`config.mk`:
```
export PLATFORM = sky130hd
export DESIGN_NAME = unsigned_divider_ctrl
export DESIGN_NICKNAME = d
export VERILOG_FILES = /design/src/rtl/unsigned_divider_ctrl.sv
export SDC_FILE = /design/constraint.sdc
export NUM_CORES = 1
export LEC_CHECK = 0
export ABC_AREA = 1
export CAP_MARGIN = 10
export CORE_MARGIN = 2
export CORE_UTILIZATION = 45
export CTS_CLUSTER_DIAMETER = 40
export CTS_CLUSTER_SIZE = 28
export DETAILED_ROUTE_END_ITERATION = 16
export MAX_ROUTING_LAYER = met4
export PLACE_DENSITY = 0.87
export RECOVER_POWER = 50
export SETUP_SLACK_MARGIN = 0.4
export SYNTH_ARGS = -nofsm -noshare
export SYNTH_HDL_FRONTEND = slang
export SYNTH_SLANG_ARGS = --single-unit
```
`constraint.sdc`:
```
create_clock -name clk -period 2.2 [get_ports clk]
set_input_delay 0.44 -clock clk [delete_from_list [all_inputs] [get_ports clk]]
set_output_delay 0.44 -clock clk [all_outputs]
set_load 0.03 [all_outputs]
```
`src/rtl/unsigned_divider_ctrl.sv`:
```
// Sequential unsigned restoring divider that drives an external combinational add/sub ALU.
// Optional build macro DIVIDER_EARLY_EXIT_EN finishes dividend < divisor requests on the accept edge.
module unsigned_divider_ctrl #(
  parameter int unsigned WIDTH     = 32,
  parameter logic [5:0]  FUNCT_SUB = 6'b001010,
  parameter logic [5:0]  FUNCT_NOP = 6'b000000
) (
  input  logic             clk,
  input  logic             rst_n,
  input  logic             start,
  input  logic [WIDTH-1:0] dividend,
  input  logic [WIDTH-1:0] divisor,
  output logic             busy,
  output logic             valid,
  output logic [WIDTH-1:0] quotient,
  output logic [WIDTH-1:0] remainder,
  output logic             dbz,
  output logic [WIDTH-1:0] alu_src1,
  output logic [WIDTH-1:0] alu_src2,
  output logic [5:0]       alu_funct,
  input  logic [WIDTH-1:0] alu_result,
  input  logic             alu_carry
);

  localparam int unsigned      CNT_W     = $clog2(WIDTH) + 1;
  localparam logic [CNT_W-1:0] LAST_ITER = CNT_W'(WIDTH - 1);

  typedef enum logic [1:0] {
    IDLE = 2'd0,
    CALC = 2'd1,
    DONE = 2'd2
  } state_t;

  state_t           state, state_d;
  logic [WIDTH-1:0] rem_acc, rem_acc_d;
  logic [WIDTH-1:0] quo_acc, quo_acc_d;
  logic [WIDTH-1:0] div_reg, div_reg_d;
  logic [CNT_W-1:0] cnt, cnt_d;
  logic             busy_d, valid_d, dbz_d;
  logic [WIDTH-1:0] quotient_d, remainder_d;
  logic [WIDTH-1:0] src1_d, src2_d;
  logic [5:0]       funct_d;

  logic             hi, take, early;
  logic [WIDTH-1:0] rem_next, quo_next;

`ifdef DIVIDER_EARLY_EXIT_EN
  assign early = (dividend < divisor);
`else
  assign early = 1'b0;
`endif

  // alu_src1 already holds the low WIDTH bits of the shifted partial remainder; hi is its carry-out bit.
  assign hi       = rem_acc[WIDTH-1];
  assign take     = hi | ~alu_carry;
  assign rem_next = take ? alu_result : alu_src1;
  assign quo_next = {quo_acc[WIDTH-2:0], take};

  always_ff @(posedge clk or negedge rst_n) begin
    if (!rst_n) begin
      state     <= IDLE;
      rem_acc   <= '0;
      quo_acc   <= '0;
      div_reg   <= '0;
      cnt       <= '0;
      busy      <= 1'b0;
      valid     <= 1'b0;
      dbz       <= 1'b0;
      quotient  <= '0;
      remainder <= '0;
      alu_src1  <= '0;
      alu_src2  <= '0;
      alu_funct <= FUNCT_NOP;
    end else begin
      state     <= state_d;
      rem_acc   <= rem_acc_d;
      quo_acc   <= quo_acc_d;
      div_reg   <= div_reg_d;
      cnt       <= cnt_d;
      busy      <= busy_d;
      valid     <= valid_d;
      dbz       <= dbz_d;
      quotient  <= quotient_d;
      remainder <= remainder_d;
      alu_src1  <= src1_d;
      alu_src2  <= src2_d;
      alu_funct <= funct_d;
    end
  end

  // Next state, datapath and the ALU operands for the following iteration.
  always_comb begin
    state_d     = state;
    rem_acc_d   = rem_acc;
    quo_acc_d   = quo_acc;
    div_reg_d   = div_reg;
    cnt_d       = cnt;
    dbz_d       = dbz;
    quotient_d  = quotient;
    remainder_d = remainder;
    src1_d      = '0;
    src2_d      = '0;
    funct_d     = FUNCT_NOP;

    case (state)
      IDLE: begin
        if (start) begin
          rem_acc_d = '0;
          quo_acc_d = dividend;
          div_reg_d = divisor;
          cnt_d     = '0;
          dbz_d     = 1'b0;
          if (divisor == '0) begin
            state_d     = DONE;
            quotient_d  = '1;
            remainder_d = dividend;
            dbz_d       = 1'b1;
          end else if (early) begin
            state_d     = DONE;
            quotient_d  = '0;
            remainder_d = dividend;
          end else begin
            state_d = CALC;
            src1_d  = {{(WIDTH-1){1'b0}}, dividend[WIDTH-1]};
            src2_d  = divisor;
            funct_d = FUNCT_SUB;
          end
        end
      end
      CALC: begin
        rem_acc_d = rem_next;
        quo_acc_d = quo_next;
        cnt_d     = cnt + CNT_W'(1);
        if (cnt == LAST_ITER) begin
          state_d     = DONE;
          quotient_d  = quo_next;
          remainder_d = rem_next;
        end else begin
          src1_d  = {rem_next[WIDTH-2:0], quo_next[WIDTH-1]};
          src2_d  = div_reg;
          funct_d = FUNCT_SUB;
        end
      end
      DONE:    state_d = IDLE;
      default: state_d = IDLE;
    endcase

    busy_d  = (state_d == CALC);
    valid_d = (state_d == DONE);
  end

endmodule

```
# Word-level counts from Yosys, hierarchy flattened
# Index checks and enable logic that the tools add are counted.
# word_totals
reg_bits	240
out_inout_bits	137
in_bits	100
elab_cells	61
# op_classes
eq_ne	7
add_sub_neg	1
reduce_logical	6
muxes	32
bitwise_logic	2
# ops
operator	count
$mux W32	12
$pmux W32 S2	5
$pmux W31 S2	1
$logic_not A32 Y1	1
$mux W31	1
$mux W4	3
$pmux W6 S2	1
$pmux W4 S2	1
$add A6 B1 Y6 const B	1
$eq A6 B5 Y1 const B	1
$mux W2	3
$mux W6	1
$ne A2 B2 Y1 const B	3
$eq A2 B1 Y1 const B	2
$pmux W2 S2	1
$reduce_and A2 Y1	2
$reduce_and A4 Y1	1
$mux W1	3
$eq A2 B2 Y1 const B	1
$logic_not A2 Y1	1
$reduce_bool A2 Y1	1
$not A1 Y1	1
$or A1 B1 Y1	1

# Logic depth before layout (Yosys ltp)
# depth
depth_word	5
ltp_mapped	11
mapped_depth_nobuf	9

# Least setup slack after synthesis
# No wires, ideal clock.
# synth_path
path_type	reg-to-reg
from	register cnt[0]
to	register quotient[0]
synth_period_minus_slack_ns	1.521
setup_slack_ns	0.679
t_required_ns	2.083
arrival_time_ns	1.403
setup_time_ns	0.117
path_stages_with_launch	11
path_buffers	2
path_cell_list	dfrtp_1 -> ha_1 -> nand3_1 -> nor2_1 -> nand2_1 -> inv_2 -> nand2_2 -> buf_6 -> buf_2 -> nand3_1 -> nand2_1
# synth_via
elab_chain_cells	3
# synth_rtl
item	line	text
from (decl)	38	logic [CNT_W-1:0] cnt, cnt_d;
from (signal assigned)	79	cnt <= cnt_d;
$eq A6 B5 Y1	134	if (cnt == LAST_ITER) begin
$ne A2 B2 Y1 (no line)	n/a	
$reduce_and A4 Y1 (no line)	n/a	
to (signal assigned)	83	quotient <= quotient_d;
to (decl)	15	output logic [WIDTH-1:0] quotient,
# No other way between the ends.
# A chain may end at the register's enable or synchronous reset.

# Final worst setup path
# layout_path
from	register cnt[1]
to	register alu_src1[21]
# layout_via
elab_chain_cells	3
# layout_rtl
item	line	text
$eq A6 B5 Y1	134	
$mux W32	134	
$pmux W32 S2	105	case (state)
via src1_d[21]	41	logic [WIDTH-1:0] src1_d, src2_d;
to (signal assigned)	85	alu_src1 <= src1_d;
to (decl)	18	output logic [WIDTH-1:0] alu_src1,
# The timed path passes the listed nets, and every way through them passes these cells.

==> flow_summary.json <==
{
  "syn-cell-area_um2": 8380,
  "fin_hold_ws_ns": 0.479,
  "synth_mux_area_frac": 0,
  "die_x_um": 140,
  "clkSlewWorstSetupHoldPaths_ns": 0.06,
  "hp-class": "in2async",
  "crit_type": "reg2reg",
  "dp_hpwl_um": 16300,
  "synthCells": 949,
  "finalPower_uw": 19000,
  "dpl.cell_count": 1380,
  "cts_max_level": 1,
  "area_growth_syn_to_layout_pct": 42.1,
  "final_cell_mix": "nand2_1 (248), dfrtp_1 (204), nor2_1 (147)",
  "drive_gt1_frac": 0.0785,
  "outcome": "finished clean",
  "wl_per_cell_um": 17.6,
  "via_count": 7610,
  "powerDensity_nw_per_um2": 1590,
  "synth-compound-area-share": 0.0925,
  "setup_viol": 0,
  "yosysSeqAreaShare": 0.609,
  "io_pins": 237,
  "clkLatencyLatePin_ns": 0.51,
  "synth_seq_cells": 204,
  "cts_tree": "yes",
  "rsz0062_at_grt": "true",
  "drv_cap": 0,
  "async_flop_share": 1.00,
  "grtUsageTotal": 0.257,
  "synth-main-ff-cell": "dfrtp_1",
  "p_leak_uw": 0.00603,
  "io_buffer_count": 232,
  "ys_types": 26,
  "critical_path_arrival_ns": 2.22,
  "synth-adder-area-share": 0.00149,
  "tightest_slew_ns": 0.811,
  "synth_edf_count": 0,
  "fin_nets": 1289,
  "grt_max_degree": 65,
  "max_slew_margin": 0.459,
  "worst_ir_drop_vdd_mv": 0.906,
  "drtIter0Drc": 677,
  "place_congestion": 0.836,
  "crit_required_ns": 2.57,
  "slew_violations": 0,
  "period_share": 0.840,
  "cts_buffers": 28,
  "layout_commonest_cell": "nand2_1",
  "die_area_um2": 19700,
  "final_cell_count_no_fill": 1441,
  "crit_path_end_kind": "flop",
  "initial_utilization": 0.462,
  "skew_ns": 0.0183,
  "grt-ovfl-total": 0,
  "cts.sinks": 204,
  "grt_antenna_before_repair": 2,
  "routed_wl_um": 25400,
  "startpoint_type": "flop",
  "fmax_mhz": 541,
  "postSynthAreaPerCell_um2": 8.83,
  "synthSimpleGateAreaFrac": 0.225,
  "tns_ns": 0,
  "rows": 49,
  "synthXorXnorAreaFrac": 0.00209,
  "core_um2": 18100,
  "clock-root-buffer": "clkbuf_16",
  "min_period_ns": 1.85,
  "routed_via_density": 5.28,
  "first_pass_iters": 5,
  "synth_top_family_by_area": "simple AND/OR/NAND/NOR gates",
  "die_y_um": 140,
  "clock_path_buffers": 3,
  "drc": 0,
  "grt_pass1_wl_um": 39400,
  "grt_pass1_vias": 7445,
  "ys_warn_count": 0,
  "crit_start": "cnt[1]",
  "crit_fanout": 21,
  "r2r-start": "cnt[1]",
  "postRouteAntennaNets": 0,
  "finalHoldViolCount": 0
}
[metrics by stage]
stage | area [um2] | setup WS (ns) | utilization
after floorplan | 8390 | 0.679 | -
after global placement | 11000 | -0.0574 | 0.608
after detailed placement | 11000 | -0.105 | 0.608
after CTS | 11900 | 0.321 | 0.654
after global routing | 11900 | 0.195 | 0.657
final | 11900 | 0.353 | 0.657
[repair_timing]
action	in CTS	in global routing
resized for setup	135	13
cloned	1	1
endpoints found under the setup margin	182	101
hold endpoints to repair	52	0
pin swaps	0	1
buffers inserted	0	4
hold buffers	1	0
[cell families after synthesis]
| group | after synthesis |
|---|---|
| AOI/OAI and AO/OA | 138 |
| xor gates and xnor gates | 2 |
| adders and majority gates | 1 |
| buffers and inverters | 132 |
| DFF | 204 |
| other | 1 |
| and+or+nand+nor | 471 |
[final timing paths]
kind	end	slack, ns	cells past startpoint
max	alu_src1[21]	0.35	7
min	div_reg[15]	0.48	2
max reg2reg	alu_src1[21]	0.35	7
min reg2reg	dbz	0.49	2
max in group asynchronous	alu_src2[9]	0.60	3
min in group clk	dbz	0.49	2
[routing by layer]
| layer | wire, um | vias to the layer above | global-route usage |
|---|---|---|---|
| met4 | 907 | 0 | 0.104 |
| met3 | 1940 | 57 | 0.0386 |
| met5 | 0 | - | - |
| met1 | 10100 | 3665 | 0.333 |
| met2 | 12400 | 393 | 0.410 |
| li1 | - | 3495 | - |
[critical path, cell delays in order (launching register included)]
cell and delay, ns:
dfrtp_1 0.41, ha_1 0.22, nand3_1 0.12, nor2_1 0.11
nand2_1 0.09, inv_1 0.09, clkbuf_2 0.52, nor2_1 0.14
[report_power, final]
group          switching (uW)  internal [uW]  leakage [uW]  total, uW
clock network            1840           2720      0.000459       4560
registers                 828           5490       0.00250       6310
logic                    5540           2570       0.00307       8120
total                    8210          10800       0.00603      19000
[area by class of cell]
cell class / count / area, um2
diodes: 2 / 5.00
well taps: 229 / 287
multi-input cells: 617 / 2750
flip-flops and latches: 204 / 5100
fillers: 1467 / 6230
clock buffers: 29 / 726
clock inverters: 23 / 244
inverters: 75 / 284
repair buffers: 262 / 2520
[synthesized netlist by cell type, types with 3 or more instances]
master | count | share of area
nand2_1 | 248 | 0.11
dfrtp_1 | 204 | 0.61
nor2_1 | 149 | 0.067
o21ai_0 | 90 | 0.054
inv_1 | 70 | 0.031
nand3_1 | 67 | 0.040
a22oi_1 | 32 | 0.029
buf_2 | 32 | 0.019
clkbuf_1 | 14 | 0.0063
o21ai_1 | 11 | 0.0066
buf_4 | 5 | 0.0045
inv_2 | 5 | 0.0022
buf_6 | 4 | 0.0054
a21oi_1 | 3 | 0.0018
(Power assumes the default switching activity.)
==> edit (same flow settings) <==
Encoding of `state_t`: now one-hot (3 bits for 3 states).
--- a/src/rtl/unsigned_divider_ctrl.sv
+++ b/src/rtl/unsigned_divider_ctrl.sv
@@ -27,6 +27,6 @@
 
-  typedef enum logic [1:0] {
-    IDLE = 2'd0,
-    CALC = 2'd1,
-    DONE = 2'd2
+  typedef enum logic [2:0] {
+    IDLE = 3'b001,
+    CALC = 3'b010,
+    DONE = 3'b100
   } state_t;
Check against the original RTL: same outputs for any inputs over 4 cycles, from zero or initial values and one cycle with rst_n low; so few cycles prove little.
==> edit against the original RTL <==
- wire length rose by 0.81%
- sequential cell count rose by 1
- critical path depth fell by 1
- area after synthesis rose by 2.9%
- final area rose by 2.5%
- setup slack improved by 0.023 ns
- hold slack improved by 0.016 ns
- maximum frequency rose by 1.3%
- non-clock buffer count rose by 3
Power is not compared: it rests on default switching activity, and its combinational part moved more than twofold at a synthesized area within 25%.
==> edit: results (changes against the original RTL) <==
status=finished, final reports clean (unchanged); filler cell count=1508 (was 1467); reg2reg start=cnt[0] (was cnt[1]); share of cells above drive strength 1=8.01% (was 7.85%); HP Class=reg2reg (was in2async); Nets=1352 (was 1289); first-pass GRT wire length=39300 um (was 39400 um); worst r2r path cells=6 (was 7); FF-to-FF End=alu_src1[13] (was alu_src1[21]); Setup Skew=0.0250 ns (was 0.0183 ns); Seq/Total Area, Yosys=59.5% (was 60.9%); Worst R2R Setup Slack=0.38 ns (was 0.35 ns); routed length per instance=17.0 um (was 17.6 um); routed vias=7967 (was 7610); first-pass detailed-route iteration total=8 (was 5); Synth area leaders=dfrtp_1 59%, nand2_1 14%, o21ai_0 7.2%, inv_1 4.4%, nand3_1 3.9% (was dfrtp_1 61%, nand2_1 11%, nor2_1 6.7%, o21ai_0 5.4%, nand3_1 4.0%); most frequent cell after synthesis=nand2_1 (unchanged); Initial DRC Count=615 (was 677); Synth cell types=25 (was 26); worst rel slew slack=14.1% (was 45.9%); hpwl dp=16600 um (was 16300 um); GPL Wtd Cong=0.809 (was 0.836); largest fanout on the critical path=17 (was 21); pre-CTS WS=-0.0324 ns (was -0.105 ns); worst skew pair latency=0.53 ns (was 0.51 ns); list of most frequent post-synthesis cells=314 x nand2_1, 204 x dfrtp_1, 125 x o21ai_0 (was 248 x nand2_1, 204 x dfrtp_1, 149 x nor2_1); initial antenna violation count=0 (was 2)
edit: cell families (layout without fill, tap and decap cells):
family | Yosys count | count (layout) | share of synthesized area, %
xor gates and xnor gates | 2 | 2 | 0.203
and+or+nand+nor | 474 | 474 | 21.8
muxes | 1 | 1 | 0.116
buffers and inverters | 166 | 420 | 8.50
adders and majority gates | 1 | 1 | 0.145
other | 1 | 4 | 0.0435
AOI/OAI and AO/OA | 166 | 166 | 9.71
DFF | 205 | 205 | 59.5
edit: worst max-delay path by stage:
stage | start | endpoint | slack, ns | cells past startpoint
2_1_floorplan | cnt[0] | alu_src2[14] | 0.62 | 7
3_3_place_gp | divisor[31] | remainder[5] | 0.02 | 11
3_5_place_dp | divisor[28] | remainder[6] | -0.03 | 11
4_1_cts | remainder[31] | remainder[31] | 0.38 | 1
5_1_grt | rst_n | remainder[13] | 0.20 | 3
6_report | cnt[0] | alu_src1[13] | 0.38 | 6
edit: layout make-up:
class | instances | area share [%]
clock buffers | 31 | 6.09
clock inverters | 22 | 2.01
inverters | 102 | 3.13
multi-input cells | 648 | 23.1
flip-flops and latches | 205 | 42.0
well taps | 234 | 2.40
repair buffers | 265 | 21.2
edit: per-layer routing:
layer / routed length, um / vias to the layer above / global-route usage, %
li1: - / 3656 / -
met1: 9750 / 3805 / 30.2
met4: 739 / 0 / 8.75
met3: 2690 / 74 / 7.07
met2: 12400 / 432 / 40.6
met5: 0 / - / -
edit: power by group through the flow:
stage	registers, mW	clock network [mW]	logic, mW
finish	4.94	4.65	3.57
floorplan	5.52	0	1.63
detailed placement	5.01	0	3.66
CTS	4.94	4.69	3.51
global route	5.02	4.88	3.96
global placement	4.97	0	3.55
edit: repair_timing:
action | in CTS | in global routing
cloned | 0 | 3
endpoints found under the setup margin | 134 | 119
pin swaps | 1 | 2
gates resized for setup | 134 | 48
hold endpoints to repair | 42 | 0
hold buffers | 1 | 0
buffers inserted | 1 | 1
edit: per-stage QoR:
| stage | instances | cell area, um^2 | power [mW] | hold slack (ns) | util (%) |
|---|---|---|---|---|---|
| after floorplan | 1019 | 8640 | 7.15 | 0.144 | - |
| after global placement | 1448 | 11200 | 8.52 | 0.406 | 59.9 |
| after detailed placement | 1448 | 11200 | 8.67 | 0.409 | 59.9 |
| after CTS | 1503 | 12100 | 13.1 | 0.425 | 64.4 |
| after global routing | 1507 | 12200 | 13.9 | 0.518 | 65.1 |
| final | 1507 | 12200 | 13.2 | 0.495 | 65.1 |
edit: worst max-delay path: stages, from the launching register on:
cell and delay, ns:
dfrtp_1 0.39, ha_1 0.20, nand3_1 0.17, nor3_4 0.25, clkbuf_4 0.18, clkbuf_2 0.38
nor2_1 0.13
